### src/rtl/design06_sched.sv
// -----------------------------------------------------------------------------
// design06_sched
//   Two-client round-robin scheduler for one shared mkDesign_06 datapath.
//   A granted client's operands are latched. The start -> result -> check
//   method chain then runs, and the captured result/check pair is returned
//   through the owning client's response slot.
//
//   Optional feature macro: DESIGN06_SCHED_WATCHDOG_EN
//     defined   : an 8-bit watchdog aborts an operation after TIMEOUT busy
//                 cycles. The owning slot is filled with err=1 and zeroed data.
//     undefined : there is no watchdog. The block waits indefinitely in each
//                 state, and respN_err is tied 0.
//
// Ports
//   CLK, RST_N                       clock, async active-low reset
//   reqN_valid / reqN_ack            client request / one-cycle grant pulse
//   reqN_a..reqN_d                   client operands (W bits)
//   respN_valid / respN_ack          response slot full / client consume
//   respN_result, respN_check        captured datapath outputs
//   respN_err                        watchdog abort flag
//   start_st_a, start_st_b, EN_start, RDY_start       datapath start method
//   result_st_c, result, RDY_result                    datapath result method
//   check_st_d, EN_check, check, RDY_check             datapath check method
//
// States
//   S_IDLE     | arbitrate eligible clients, latch operands of the winner
//   S_START    | drive a/b, fire start when RDY_start
//   S_WAIT_RES | drive c, capture result when RDY_result
//   S_CHECK    | drive d, fire check when RDY_check, fill owner's slot
// -----------------------------------------------------------------------------
module design06_sched #(
    parameter int W       = 10,
    parameter int TIMEOUT = 255
) (
    input  logic         CLK,
    input  logic         RST_N,
    input  logic         req0_valid,
    input  logic         req1_valid,
    output logic         req0_ack,
    output logic         req1_ack,
    input  logic [W-1:0] req0_a,
    input  logic [W-1:0] req0_b,
    input  logic [W-1:0] req0_c,
    input  logic [W-1:0] req0_d,
    input  logic [W-1:0] req1_a,
    input  logic [W-1:0] req1_b,
    input  logic [W-1:0] req1_c,
    input  logic [W-1:0] req1_d,
    output logic         resp0_valid,
    output logic         resp1_valid,
    input  logic         resp0_ack,
    input  logic         resp1_ack,
    output logic [W-1:0] resp0_result,
    output logic [W-1:0] resp0_check,
    output logic [W-1:0] resp1_result,
    output logic [W-1:0] resp1_check,
    output logic         resp0_err,
    output logic         resp1_err,
    output logic [W-1:0] start_st_a,
    output logic [W-1:0] start_st_b,
    output logic         EN_start,
    input  logic         RDY_start,
    output logic [W-1:0] result_st_c,
    input  logic [W-1:0] result,
    input  logic         RDY_result,
    output logic [W-1:0] check_st_d,
    output logic         EN_check,
    input  logic [W-1:0] check,
    input  logic         RDY_check
);

    if (TIMEOUT < 1 || TIMEOUT > 255) begin : g_bad_timeout
        $error("design06_sched: TIMEOUT must be in 1..255");
    end

    typedef enum logic [1:0] {
        S_IDLE     = 2'd0,
        S_START    = 2'd1,
        S_WAIT_RES = 2'd2,
        S_CHECK    = 2'd3
    } state_t;

    state_t         r_state;
    logic           r_owner;
    logic           r_prio;
    logic [W-1:0]   r_a;
    logic [W-1:0]   r_b;
    logic [W-1:0]   r_c;
    logic [W-1:0]   r_d;
    logic [W-1:0]   r_result;
    logic [1:0]     r_resp_valid;
    logic [W-1:0]   r_resp0_result;
    logic [W-1:0]   r_resp0_check;
    logic [W-1:0]   r_resp1_result;
    logic [W-1:0]   r_resp1_check;

    logic           w_elig0;
    logic           w_elig1;
    logic           w_grant0;
    logic           w_grant1;
    logic           w_idle;
    logic           w_wd_expire;

    // A client holding an unconsumed response is not eligible; prio only
    // breaks ties when both clients are eligible.
    assign w_idle   = (r_state == S_IDLE);
    assign w_elig0  = req0_valid && !r_resp_valid[0];
    assign w_elig1  = req1_valid && !r_resp_valid[1];
    assign w_grant0 = w_idle && w_elig0 && (!w_elig1 || !r_prio);
    assign w_grant1 = w_idle && w_elig1 && (!w_elig0 ||  r_prio);

    // Gated with RST_N so the pulses are low throughout reset even if a
    // client holds its request.
    assign req0_ack = RST_N && w_grant0;
    assign req1_ack = RST_N && w_grant1;

    // Completion always wins over a same-cycle watchdog expiry, so the enables
    // simply follow their ready inputs inside their state.
    assign EN_start = RST_N && (r_state == S_START) && RDY_start;
    assign EN_check = RST_N && (r_state == S_CHECK) && RDY_check;

    assign start_st_a  = r_a;
    assign start_st_b  = r_b;
    assign result_st_c = r_c;
    assign check_st_d  = r_d;

    assign resp0_valid  = r_resp_valid[0];
    assign resp1_valid  = r_resp_valid[1];
    assign resp0_result = r_resp0_result;
    assign resp0_check  = r_resp0_check;
    assign resp1_result = r_resp1_result;
    assign resp1_check  = r_resp1_check;

`ifdef DESIGN06_SCHED_WATCHDOG_EN
    logic [7:0] r_wd_cnt;
    logic [1:0] r_resp_err;

    // The counter is 0 in the first START cycle, so expiry lands in the
    // TIMEOUT-th busy cycle.
    assign w_wd_expire = (r_wd_cnt == 8'(TIMEOUT - 1));
    assign resp0_err   = r_resp_err[0];
    assign resp1_err   = r_resp_err[1];
`else
    assign w_wd_expire = 1'b0;
    assign resp0_err   = 1'b0;
    assign resp1_err   = 1'b0;
`endif

    always_ff @(posedge CLK or negedge RST_N) begin
        if (!RST_N) begin
            r_state        <= S_IDLE;
            r_owner        <= 1'b0;
            r_prio         <= 1'b0;
            r_a            <= '0;
            r_b            <= '0;
            r_c            <= '0;
            r_d            <= '0;
            r_result       <= '0;
            r_resp_valid   <= 2'b00;
            r_resp0_result <= '0;
            r_resp0_check  <= '0;
            r_resp1_result <= '0;
            r_resp1_check  <= '0;
`ifdef DESIGN06_SCHED_WATCHDOG_EN
            r_wd_cnt       <= 8'd0;
            r_resp_err     <= 2'b00;
`endif
        end else begin
            // The consume clears are placed first. A fill only ever targets an
            // empty slot, so a later fill below never races a valid ack.
            if (resp0_ack && r_resp_valid[0]) begin
                r_resp_valid[0] <= 1'b0;
            end
            if (resp1_ack && r_resp_valid[1]) begin
                r_resp_valid[1] <= 1'b0;
            end

`ifdef DESIGN06_SCHED_WATCHDOG_EN
            if (r_state != S_IDLE) begin
                r_wd_cnt <= r_wd_cnt + 8'd1;
            end
`endif

            case (r_state)
                S_IDLE: begin
                    if (w_grant0 || w_grant1) begin
                        r_a     <= w_grant1 ? req1_a : req0_a;
                        r_b     <= w_grant1 ? req1_b : req0_b;
                        r_c     <= w_grant1 ? req1_c : req0_c;
                        r_d     <= w_grant1 ? req1_d : req0_d;
                        r_owner <= w_grant1;
                        r_prio  <= ~w_grant1;
                        r_state <= S_START;
`ifdef DESIGN06_SCHED_WATCHDOG_EN
                        r_wd_cnt <= 8'd0;
`endif
                    end
                end

                S_START: begin
                    if (RDY_start) begin
                        r_state <= S_WAIT_RES;
                    end else if (w_wd_expire) begin
                        r_state <= S_IDLE;
                    end
                end

                S_WAIT_RES: begin
                    if (RDY_result) begin
                        r_result <= result;
                        r_state  <= S_CHECK;
                    end else if (w_wd_expire) begin
                        r_state <= S_IDLE;
                    end
                end

                S_CHECK: begin
                    if (RDY_check) begin
                        r_state <= S_IDLE;
                        if (!r_owner) begin
                            r_resp_valid[0] <= 1'b1;
                            r_resp0_result  <= r_result;
                            r_resp0_check   <= check;
                        end else begin
                            r_resp_valid[1] <= 1'b1;
                            r_resp1_result  <= r_result;
                            r_resp1_check   <= check;
                        end
`ifdef DESIGN06_SCHED_WATCHDOG_EN
                        r_resp_err[r_owner] <= 1'b0;
`endif
                    end else if (w_wd_expire) begin
                        r_state <= S_IDLE;
                    end
                end

                default: r_state <= S_IDLE;
            endcase

`ifdef DESIGN06_SCHED_WATCHDOG_EN
            // An abort from any busy state returns an error response with zeroed data.
            if (w_wd_expire &&
                ((r_state == S_START    && !RDY_start)  ||
                 (r_state == S_WAIT_RES && !RDY_result) ||
                 (r_state == S_CHECK    && !RDY_check))) begin
                r_resp_valid[r_owner] <= 1'b1;
                r_resp_err[r_owner]   <= 1'b1;
                if (!r_owner) begin
                    r_resp0_result <= '0;
                    r_resp0_check  <= '0;
                end else begin
                    r_resp1_result <= '0;
                    r_resp1_check  <= '0;
                end
            end
`endif
        end
    end

endmodule
### config.mk
export PLATFORM = sky130hd
export DESIGN_NAME = design06_sched
export DESIGN_NICKNAME = d
export VERILOG_FILES = /design/src/rtl/design06_sched.sv
export SDC_FILE = /design/constraint.sdc
export NUM_CORES = 1
export LEC_CHECK = 0
export ABC_AREA = 1
export ABC_CLOCK_PERIOD_IN_PS = 2420
export CAP_MARGIN = 20
export CORE_ASPECT_RATIO = 1.75
export CORE_MARGIN = 5
export CORE_UTILIZATION = 45
export CTS_BUF_LIST = sky130_fd_sc_hd__clkbuf_16
export DETAILED_ROUTE_END_ITERATION = 8
export GPL_TIMING_DRIVEN = 0
export PLACE_DENSITY = 0.87
export SYNTH_ARGS = -nofsm -noshare
export SYNTH_HDL_FRONTEND = slang
export SYNTH_SLANG_ARGS = --single-unit
### constraint.sdc
create_clock -name CLK -period 2.42 [get_ports CLK]
set_input_delay 0.484 -clock CLK [delete_from_list [all_inputs] [get_ports CLK]]
set_output_delay 0.484 -clock CLK [all_outputs]
set_load 0.02 [all_outputs]
==> results.tsv, run 1 <==
stage	metric	value	unit
power	share_comb_of_total_power	0.509	
grt	grt_remaining_overflow	0	
sta	post_route_fraction_of_the_period_consumed_by_the_critical_path	0.984	
cts	cts_hold_repair.buffers	0	
final_layout	area.growth.synth_to_final	58.9	%
routing	postRouteAntennaNets	0	
power	power.ir.vdd_worst	0.856	mV
sta	fin_worst_hold_slack	0.0269	ns
grt	grtUsageMet3	0.0560	
die	top_level_ports	197	
synth	syn_area_per_cell	9.01	sq um
cts	clock_latency	0.34	ns
synth	yosysWarningCount	0	
grt	number_of_global_route_vias_before_repair	4437	
status	outcome	finished clean	
sta	max_clock_freq	420	MHz
sta	worstMarginPinSlew	0.523	ns
grt	grt_use_total	0.242	
synth	synth_top_cell_by_area	sky130_fd_sc_hd__dfrtp_1	
final_layout	final_cell_mix	190 x sky130_fd_sc_hd__clkdlybuf4s50_1, 115 x sky130_fd_sc_hd__nand3_1, 96 x sky130_fd_sc_hd__nand2_1, 96 x sky130_fd_sc_hd__dfrtp_1, 45 x sky130_fd_sc_hd__o21ai_0	
power	switching_power	0.00347	W
sta	grt_setup_unrepaired	true	
setup_path	worst_setup_path_start_kind	input pin	
sta	finalMaxSlewViolations	0	
synth	synth_area	4230	sq um
flow_run	number_of_max_cap_violations	0	
placed_design	pre_cts_slack	-0.440	ns
routing	routed-via-count	4133	
power	total_leakage_power	3.13	nW
sta	finalSetupViolCount	0	
hold_path	holdCritPathClass	in2async	
setup_path	r2r.worst_path.cells	6	
die	dieHeight	138	um
die	core	9350	sq um
routing	detail_route.wirelength	13900	um
synth	synth_top_cells_by_area	sky130_fd_sc_hd__dfrtp_1 57%, sky130_fd_sc_hd__nand3_1 14%, sky130_fd_sc_hd__nand2_1 8.6%	
final_layout	final_net_count	792	
routing	route.detailed.wl_per_inst	17.2	um
cts	clockRootBuffer	sky130_fd_sc_hd__clkbuf_16	
grt	global_route.usage.met1	0.260	
cts	clk_pin_slew	0.06	ns
synth	syn_inst	470	
sta	timing.final.ws_setup	0.0385	ns
routing	drt-pass1-iter-count	4	
routing	detail_route.drc_violations	0	
grt	grt_antenna_before_repair	0	
setup_path	worstPathArrival	1.90	ns
die	design.die.area	11500	sq um
placed_design	dpl.hpwl	10500	um
cts	cts_buffers	9	
grt	met2_usage	0.441	
synth	synth_sequential_area_ratio	0.567	
cts	clock_sink_count	96	
power	cellInternalPower	0.00521	W
sta	slew_headroom	0.651	
placed_design	io_buffer_count	194	
synth	postSynthRegisterBits	96	
sta	final_critical_path_time_including_i_o_delays_and_setup	2.38	ns
synth	post_synth_top_area_share	0.567	
power	net_switching_share_of_the_total_power	0.400	
synth	yosys.cell_types.count	20	
die	floorplan.initialDensity	0.453	
sta	skew	0.00711	ns
setup_path	crit_path_required_time	1.94	ns
setup_path	worst-setup-path-type	in2out	
power	power_per_cell_area	1290	nW/um^2
placed_design	gp_congestion	0.894	
grt	global_route_wire_length_before_repair	22400	um
final_layout	mostFrequentLayoutCell	sky130_fd_sc_hd__clkdlybuf4s50_1	
setup_path	critical_path.max_fanout	10	
routing	initialDrtViolationCount	191	
sta	finalHoldViolations	0	
placed_design	postPlaceCellArea	6360	sq um
grt	grt-busiest-layer	met2	
cts	maximum_buffer_depth_of_the_clock_tree	2	
die	die_width	83.3	um
cts	htreeDepth	3	
final_layout	fin_area	6730	sq um
power	power_frac_seq	0.318	
final_layout	layout-drive-gt1-share	0.0924	
final_layout	antennaDiodeCount	0	
setup_path	cp-end-kind	output pin	
cts	tritoncts	done	
power	power_frac_clock	0.172	
routing	vias_per_cell	5.14	
grt	grt_max_degree	44	
die	num_rows	47	
power groups by stage:
stage | sequential [W] | clock (W) | combinational, W
after detailed placement | 0.00276 | 0 | 0.00441
after global routing | 0.00285 | 0.00159 | 0.00477
after global placement | 0.00274 | 0 | 0.00427
final | 0.00276 | 0.00150 | 0.00442
after floorplan | 0.00352 | 0 | 0.00157
after CTS | 0.00276 | 0.00152 | 0.00446
worst paths after layout:
kind / slack [ns] / endpoint / startpoint
worst min-delay path: 0.03 / result_st_c[3]$_DFFE_PN0P_ / RST_N
worst max-delay path: 0.04 / req0_ack / req1_valid
max in group asynchronous: 1.77 / r_state[1]$_DFFE_PN0P_ / RST_N
worst min register to register: 0.48 / result_st_c[9]$_DFFE_PN0P_ / result_st_c[9]$_DFFE_PN0P_
min in group CLK: 0.48 / result_st_c[9]$_DFFE_PN0P_ / result_st_c[9]$_DFFE_PN0P_
worst max register to register: 0.84 / r_result[1]$_DFFE_PN0P_ / r_state[0]$_DFFE_PN0P_
worst max-delay path, stage by stage:
cell                              delay, ns
sky130_fd_sc_hd__clkdlybuf4s50_1       0.55
sky130_fd_sc_hd__nand3_2               0.18
sky130_fd_sc_hd__buf_4                 0.23
sky130_fd_sc_hd__nand2_1               0.16
sky130_fd_sc_hd__nor2_1                0.05
sky130_fd_sc_hd__clkdlybuf4s15_2       0.25
routing by layer:
metal / vias up / wire, um
li1: 1949 / -
met1: 1944 / 5040
met2: 194 / 7420
met3: 46 / 854
met4: 0 / 541
met5: - / 0
flip-flops by register name (all words and copies together) (netlist names):
register,count
start_st_b,10
r_prio,1
r_result,10
resp0_check,10
resp1_result,10
check_st_d,10
resp1_check,10
result_st_c,10
r_owner,1
r_resp_valid,2
start_st_a,10
resp0_result,10
r_state,2
metrics by stage:
stage	std cells	power (W)	setup TNS, ns	utilization
5_1_grt	804	0.00922	-0.0123	0.720
3_3_place_gp	787	0.00701	-264.66	0.677
3_5_place_dp	788	0.00717	-1.08	0.680
6_report	804	0.00868	0	0.720
2_1_floorplan	471	0.00509	0	-
4_1_cts	804	0.00873	0	0.719
synthesized netlist by cell type:
| master | n |
|---|---|
| sky130_fd_sc_hd__inv_2 | 2 |
| sky130_fd_sc_hd__ha_1 | 5 |
| sky130_fd_sc_hd__buf_6 | 3 |
| sky130_fd_sc_hd__nand2_4 | 1 |
| sky130_fd_sc_hd__inv_1 | 37 |
| sky130_fd_sc_hd__conb_1 | 1 |
| sky130_fd_sc_hd__buf_4 | 7 |
| sky130_fd_sc_hd__nand3_1 | 116 |
| sky130_fd_sc_hd__clkbuf_1 | 9 |
| sky130_fd_sc_hd__nand2_1 | 97 |
| sky130_fd_sc_hd__nor2_8 | 1 |
| sky130_fd_sc_hd__buf_2 | 11 |
| sky130_fd_sc_hd__nand3_2 | 10 |
| sky130_fd_sc_hd__nor2_1 | 16 |
| sky130_fd_sc_hd__o21ai_0 | 45 |
| sky130_fd_sc_hd__nand2_2 | 1 |
| sky130_fd_sc_hd__or2_2 | 1 |
| sky130_fd_sc_hd__a21oi_1 | 10 |
| sky130_fd_sc_hd__buf_12 | 1 |
| sky130_fd_sc_hd__dfrtp_1 | 96 |
cells by family after synthesis:
group           synth area share
simple gates               0.271
flops                      0.567
buf+inv                   0.0807
compound gates            0.0650
fa+ha+maj                 0.0148
other cells             0.000886
what timing repair did:
action,in CTS,in global routing
endpoints found under the setup margin,3,3
resized for setup,15,3
hold endpoints to repair,0,0
cloned,1,0
buffers inserted,0,0
layout make-up:
class                           count  area (sq um)
Tap cell                          122           153
Sequential cell                    96          2400
Clock buffer                        9           225
Multi-Input combinational cell    305          1510
Clock inverter                      6          85.1
Fill cell                         695          2620
Timing Repair Buffer              196          2010
Buffer                             31           198
Inverter                           39           146
Power figures use the tool's default switching activity.
==> run 2, diff against run 1 <==
--- a/config.mk
+++ b/config.mk
@@ -14,6 +14,7 @@
 export CTS_BUF_LIST = sky130_fd_sc_hd__clkbuf_16
 export DETAILED_ROUTE_END_ITERATION = 8
 export GPL_TIMING_DRIVEN = 0
+export MAX_ROUTING_LAYER = met4
 export PLACE_DENSITY = 0.87
 export SYNTH_ARGS = -nofsm -noshare
 export SYNTH_HDL_FRONTEND = slang
==> results.tsv, run 2 (synthesis results as in run 1) <==
stage	metric	value	unit
setup_path	cp-end-kind	output pin	
sta	final_critical_path_time_including_i_o_delays_and_setup	2.38	ns
cts	cts_hold_repair.buffers	0	
die	die_width	83.3	um
die	dieHeight	138	um
cts	clock_latency	0.34	ns
routing	route.detailed.wl_per_inst	17.2	um
cts	tritoncts	done	
final_layout	area.growth.synth_to_final	58.9	%
sta	finalHoldViolations	0	
grt	global_route_wire_length_before_repair	22400	um
sta	worstMarginPinSlew	0.524	ns
final_layout	mostFrequentLayoutCell	sky130_fd_sc_hd__clkdlybuf4s50_1	
sta	finalMaxSlewViolations	0	
die	num_rows	47	
grt	number_of_global_route_vias_before_repair	4435	
setup_path	crit_slowest_cell	sky130_fd_sc_hd__clkdlybuf4s50_1	
setup_path	worstPathArrival	1.89	ns
setup_path	r2r-end	r_result[1]$_DFFE_PN0P_	
die	core	9350	sq um
setup_path	worst_r2r_startpoint	r_state[0]$_DFFE_PN0P_	
setup_path	crit_path_required_time	1.94	ns
placed_design	gp_congestion	0.909	
routing	routed-via-count	4148	
power	total_leakage_power	3.13	nW
die	floorplan.initialDensity	0.453	
setup_path	critical_path.max_fanout	10	
cts	maximum_buffer_depth_of_the_clock_tree	2	
sta	finalSetupViolCount	0	
routing	initialDrtViolationCount	210	
setup_path	worst_setup_path_start_kind	input pin	
routing	detail_route.drc_violations	0	
setup_path	worst-setup-path-type	in2out	
die	design.die.area	11500	sq um
placed_design	dpl.hpwl	10500	um
placed_design	placed_cells_incl_taps	788	
routing	vias_per_cell	5.16	
cts	clockRootBuffer	sky130_fd_sc_hd__clkbuf_16	
setup_path	cpPeakStageDelay	0.55	ns
hold_path	holdCritPathClass	in2async	
die	top_level_ports	197	
setup_path	cp_cell_sequence	clkdlybuf4s50_1 -> nand3_2 -> buf_4 -> nand2_1 -> nor2_1 -> clkdlybuf4s15_2	
setup_path	r2r.worst_path.cells	6	
routing	postRouteAntennaNets	0	
cts	clock_sink_count	96	
power	power.ir.vdd_worst	0.860	mV
grt	grt_use_total	0.249	
placed_design	io_buffer_count	194	
cts	clk_pin_slew	0.06	ns
sta	grt_setup_unrepaired	true	
sta	post_route_fraction_of_the_period_consumed_by_the_critical_path	0.983	
final_layout	antennaDiodeCount	0	
sta	slew_headroom	0.651	
final_layout	layout-drive-gt1-share	0.0924	
power	power_per_cell_area	1290	nW/um^2
grt	grt_remaining_overflow	0	
grt	grt_antenna_before_repair	0	
setup_path	rrSetupSlack	0.85	ns
grt	grt_max_degree	44	
final_layout	final_cell_mix	190 x sky130_fd_sc_hd__clkdlybuf4s50_1, 115 x sky130_fd_sc_hd__nand3_1, 96 x sky130_fd_sc_hd__nand2_1, 96 x sky130_fd_sc_hd__dfrtp_1, 45 x sky130_fd_sc_hd__o21ai_0	
sta	max_clock_freq	420	MHz
status	outcome	finished clean	
final_layout	utilization	0.720	
flow_run	number_of_max_cap_violations	0	
routing	drt-pass1-iter-count	4	
final_layout	final_net_count	792	
sta	skew	0.00683	ns
cts	cts_buffers	9	
cts	htreeDepth	3	
routing	detail_route.wirelength	13900	um
final_layout	finalNonFillerCells	804	
-- run 2: cell counts in the layout (fill, tap and decap cells not counted) --
No cell type changed its count.
-- run 2: per-stage QoR --
| stage | instance area, sq um | power [W] | hold WS, ns | setup TNS, ns | worst slack [ns] |
|---|---|---|---|---|---|
| 2_1_floorplan | 4240 | 0.00509 | 0.188 | 0 | 0.477 |
| 4_1_cts | 6730 | 0.00873 | 0.0345 | 0 | 0.00568 |
| 5_1_grt | 6730 | 0.00922 | 0.0450 | -0.0123 | -0.0123 |
| 6_report | 6730 | 0.00868 | 0.0261 | 0 | 0.0418 |
| 3_3_place_gp | 6330 | 0.00701 | 0.465 | -264.66 | -3.32 |
| 3_5_place_dp | 6360 | 0.00717 | 0.465 | -1.08 | -0.440 |
-- run 2: metal layers --
layer | up-vias | global-route usage | wire (um)
met4 | 0 | 0.113 | 510
met2 | 195 | 0.440 | 7500
met3 | 42 | 0.0506 | 845
met1 | 1961 | 0.264 | 5000
met5 | - | - | 0
li1 | 1950 | - | -
-- run 2: worst max-delay path by stage --
stage	start	end	slack (ns)	depth (start not counted)
after floorplan	r_state[0]$_DFFE_PN0P_	req1_ack	0.48	7
after global routing	req1_valid	req0_ack	-0.01	6
final	req1_valid	req0_ack	0.04	6
after global placement	RST_N	req0_ack	-3.32	4
after CTS	r_state[1]$_DFFE_PN0P_	req0_ack	0.006	7
after detailed placement	req1_valid	req0_ack	-0.44	6
-- run 2: what timing repair did --
action	4_1_cts	5_1_grt
setup endpoints to repair	3	3
buffers inserted	0	0
resized for setup	15	3
hold endpoints to repair	0	0
gates cloned	1	0
-- run 2: layout make-up --
type	instances	area (sq um)
clock inverters	6	85.1
well taps	122	153
flip-flops and latches	96	2400
clock buffers	9	225
fillers	695	2620
plain buffers	31	198
inverters	39	146
repair buffers	196	2010
multi-input cells	305	1510
-- run 2: power by group --
group          internal (W)  total (W)  switching (W)
Sequential          0.00236    0.00276       0.000404
Combinational       0.00196    0.00442        0.00246
Clock              0.000896    0.00150       0.000601
Total               0.00521    0.00868        0.00347
-- run 2: critical path, delay by kind of cell --
family / cells / cell delay [ns]
simple gates: 3 / 0.38
buf+inv: 3 / 1.02
==> run 3, diff against run 2 <==
--- a/config.mk
+++ b/config.mk
@@ -10,12 +10,12 @@
 export CAP_MARGIN = 20
 export CORE_ASPECT_RATIO = 1.75
 export CORE_MARGIN = 5
-export CORE_UTILIZATION = 45
+export CORE_UTILIZATION = 43
 export CTS_BUF_LIST = sky130_fd_sc_hd__clkbuf_16
 export DETAILED_ROUTE_END_ITERATION = 8
 export GPL_TIMING_DRIVEN = 0
 export MAX_ROUTING_LAYER = met4
-export PLACE_DENSITY = 0.87
+export PLACE_DENSITY = 0.83
 export SYNTH_ARGS = -nofsm -noshare
 export SYNTH_HDL_FRONTEND = slang
 export SYNTH_SLANG_ARGS = --single-unit
==> results.tsv, run 3 (synthesis results as in run 1) <==
stage	metric	value	unit
placed_design	gp_congestion	0.853	
placed_design	pre_cts_slack	-0.433	ns
die	design.die.area	12000	sq um
cts	clock_sink_count	96	
status	outcome	complete, but fails checks	
placed_design	io_buffer_count	194	
routing	routed-via-count	4182	
power	net_switching_share_of_the_total_power	0.405	
routing	initialDrtViolationCount	188	
die	dieHeight	141	um
power	power_frac_clock	0.159	
placed_design	dpl.hpwl	10900	um
grt	global_route_wire_length_before_repair	22900	um
placed_design	placed_cells_incl_taps	791	
power	switching_power	0.00348	W
power	power.ir.vdd_worst	0.712	mV
grt	grt_max_degree	35	
die	num_rows	48	
die	core	9730	sq um
cts	clockRootBuffer	sky130_fd_sc_hd__clkbuf_16	
flow_run	number_of_max_cap_violations	0	
die	floorplan.initialDensity	0.435	
final_layout	final_net_count	792	
sta	max_clock_freq	424	MHz
final_layout	layout-drive-gt1-share	0.0896	
cts	htreeDepth	3	
routing	vias_per_cell	5.19	
sta	skew	0.0100	ns
setup_path	crit_path_required_time	1.94	ns
power	totalPowerFinal	0.00858	W
sta	finalSetupViolCount	0	
setup_path	worst-setup-path-type	in2out	
setup_path	cp-end-kind	output pin	
sta	grt_setup_unrepaired	false	
grt	number_of_global_route_vias_before_repair	4524	
power	total_leakage_power	3.12	nW
setup_path	critical_path.max_fanout	10	
power	power_frac_seq	0.324	
hold_path	holdCritPathClass	in2async	
grt	grt_use_total	0.250	
final_layout	mostFrequentLayoutCell	sky130_fd_sc_hd__clkdlybuf4s50_1	
final_layout	antennaDiodeCount	0	
routing	detail_route.drc_violations	0	
sta	timing.final.ws_setup	0.0630	ns
power	share_comb_of_total_power	0.518	
routing	route.detailed.wl_per_inst	17.8	um
die	top_level_ports	197	
final_layout	area.growth.synth_to_final	58.2	%
power	cellInternalPower	0.00510	W
routing	detail_route.wirelength	14400	um
sta	finalMaxSlewViolations	0	
setup_path	worst_setup_path_start_kind	input pin	
final_layout	final_cell_mix	190 x sky130_fd_sc_hd__clkdlybuf4s50_1, 115 x sky130_fd_sc_hd__nand3_1, 96 x sky130_fd_sc_hd__nand2_1, 96 x sky130_fd_sc_hd__dfrtp_1, 45 x sky130_fd_sc_hd__o21ai_0	
routing	drt-pass1-iter-count	5	
grt	grt_antenna_before_repair	0	
cts	clk_pin_slew	0.07	ns
sta	finalHoldViolations	3	
sta	post_route_fraction_of_the_period_consumed_by_the_critical_path	0.974	
cts	cts_buffers	9	
cts	maximum_buffer_depth_of_the_clock_tree	2	
power	power_per_cell_area	1280	nW/um^2
sta	final_critical_path_time_including_i_o_delays_and_setup	2.36	ns
routing	postRouteAntennaNets	0	
die	die_width	85.0	um
sta	fin_worst_hold_slack	-0.00630	ns
cts	tritoncts	done	
final_layout	finalNonFillerCells	806	
setup_path	worstPathArrival	1.87	ns
cts	clock_latency	0.34	ns
final_layout	fillers	760	
grt	grt_remaining_overflow	0	
status	violated_checks	negative hold slack	
setup_path	r2r.worst_path.cells	4	
==> run 3: stage by stage <==
| step | util | instance area, sq um | TNS [ns] | hold slack (ns) |
|---|---|---|---|---|
| floorplan | - | 4240 | 0 | 0.188 |
| global placement | 0.651 | 6340 | -267.48 | 0.466 |
| detailed placement | 0.654 | 6360 | -1.21 | 0.452 |
| CTS | 0.686 | 6680 | 0 | 0.00128 |
| global route | 0.689 | 6700 | 0 | 0.0101 |
| finish | 0.689 | 6700 | 0 | -0.00630 |
==> run 3: per-layer routing <==
layer	GRT usage	share of wire	vias up
met5	-	0	-
met4	0.126	0.042	0
met3	0.0395	0.060	43
met2	0.441	0.54	199
met1	0.266	0.36	1993
li1	-	-	1947
==> run 3: final timing paths <==
kind                                        startpoint                           to  slack (ns)
setup / recovery                            req1_valid                     req1_ack        0.06
hold / removal                                   RST_N    check_st_d[1]$_DFFE_PN0P_      -0.006
setup reg to reg                r_state[0]$_DFFE_PN0P_    r_resp_valid[1]$_DFF_PN0_        0.84
hold reg to reg            resp0_result[6]$_DFFE_PN0P_  resp0_result[6]$_DFFE_PN0P_        0.48
max in group asynchronous                        RST_N          r_owner$_DFFE_PN0P_        1.79
min in group CLK           resp0_result[6]$_DFFE_PN0P_  resp0_result[6]$_DFFE_PN0P_        0.48
==> run 3: worst max-delay path, stage by stage <==
cell	delay, ns
sky130_fd_sc_hd__clkdlybuf4s50_1	0.54
sky130_fd_sc_hd__nand2_2	0.13
sky130_fd_sc_hd__nor2_8	0.15
sky130_fd_sc_hd__nand2_4	0.12
sky130_fd_sc_hd__buf_6	0.18
sky130_fd_sc_hd__nor2_1	0.09
sky130_fd_sc_hd__buf_2	0.18
==> run 3: final cells by class <==
cell class / count / area (sq um) / area share
buffer: 31 / 198 / 0.0295
clock buffer: 9 / 225 / 0.0336
clock inverter: 5 / 51.3 / 0.00766
inverter: 39 / 146 / 0.0219
multi-input combinational: 305 / 1510 / 0.226
sequential: 96 / 2400 / 0.359
tap: 125 / 156 / 0.0233
timing repair buffer: 196 / 2010 / 0.299
==> run 3: power groups by stage <==
| stage | Clock (W) | Combinational, W | Sequential [W] |
|---|---|---|---|
| final | 0.00136 | 0.00444 | 0.00278 |
| after global routing | 0.00146 | 0.00478 | 0.00287 |
| after CTS | 0.00137 | 0.00445 | 0.00277 |
| after detailed placement | 0 | 0.00443 | 0.00278 |
| after global placement | 0 | 0.00428 | 0.00274 |
| after floorplan | 0 | 0.00157 | 0.00352 |
==> run 3: timing repair <==
action | CTS | global route
gates resized for setup | 12 | 6
buffers inserted | 0 | 0
gates cloned | 1 | 0
hold buffers | 0 | 0
endpoints found under the setup margin | 4 | 3
pin swaps | 0 | 0
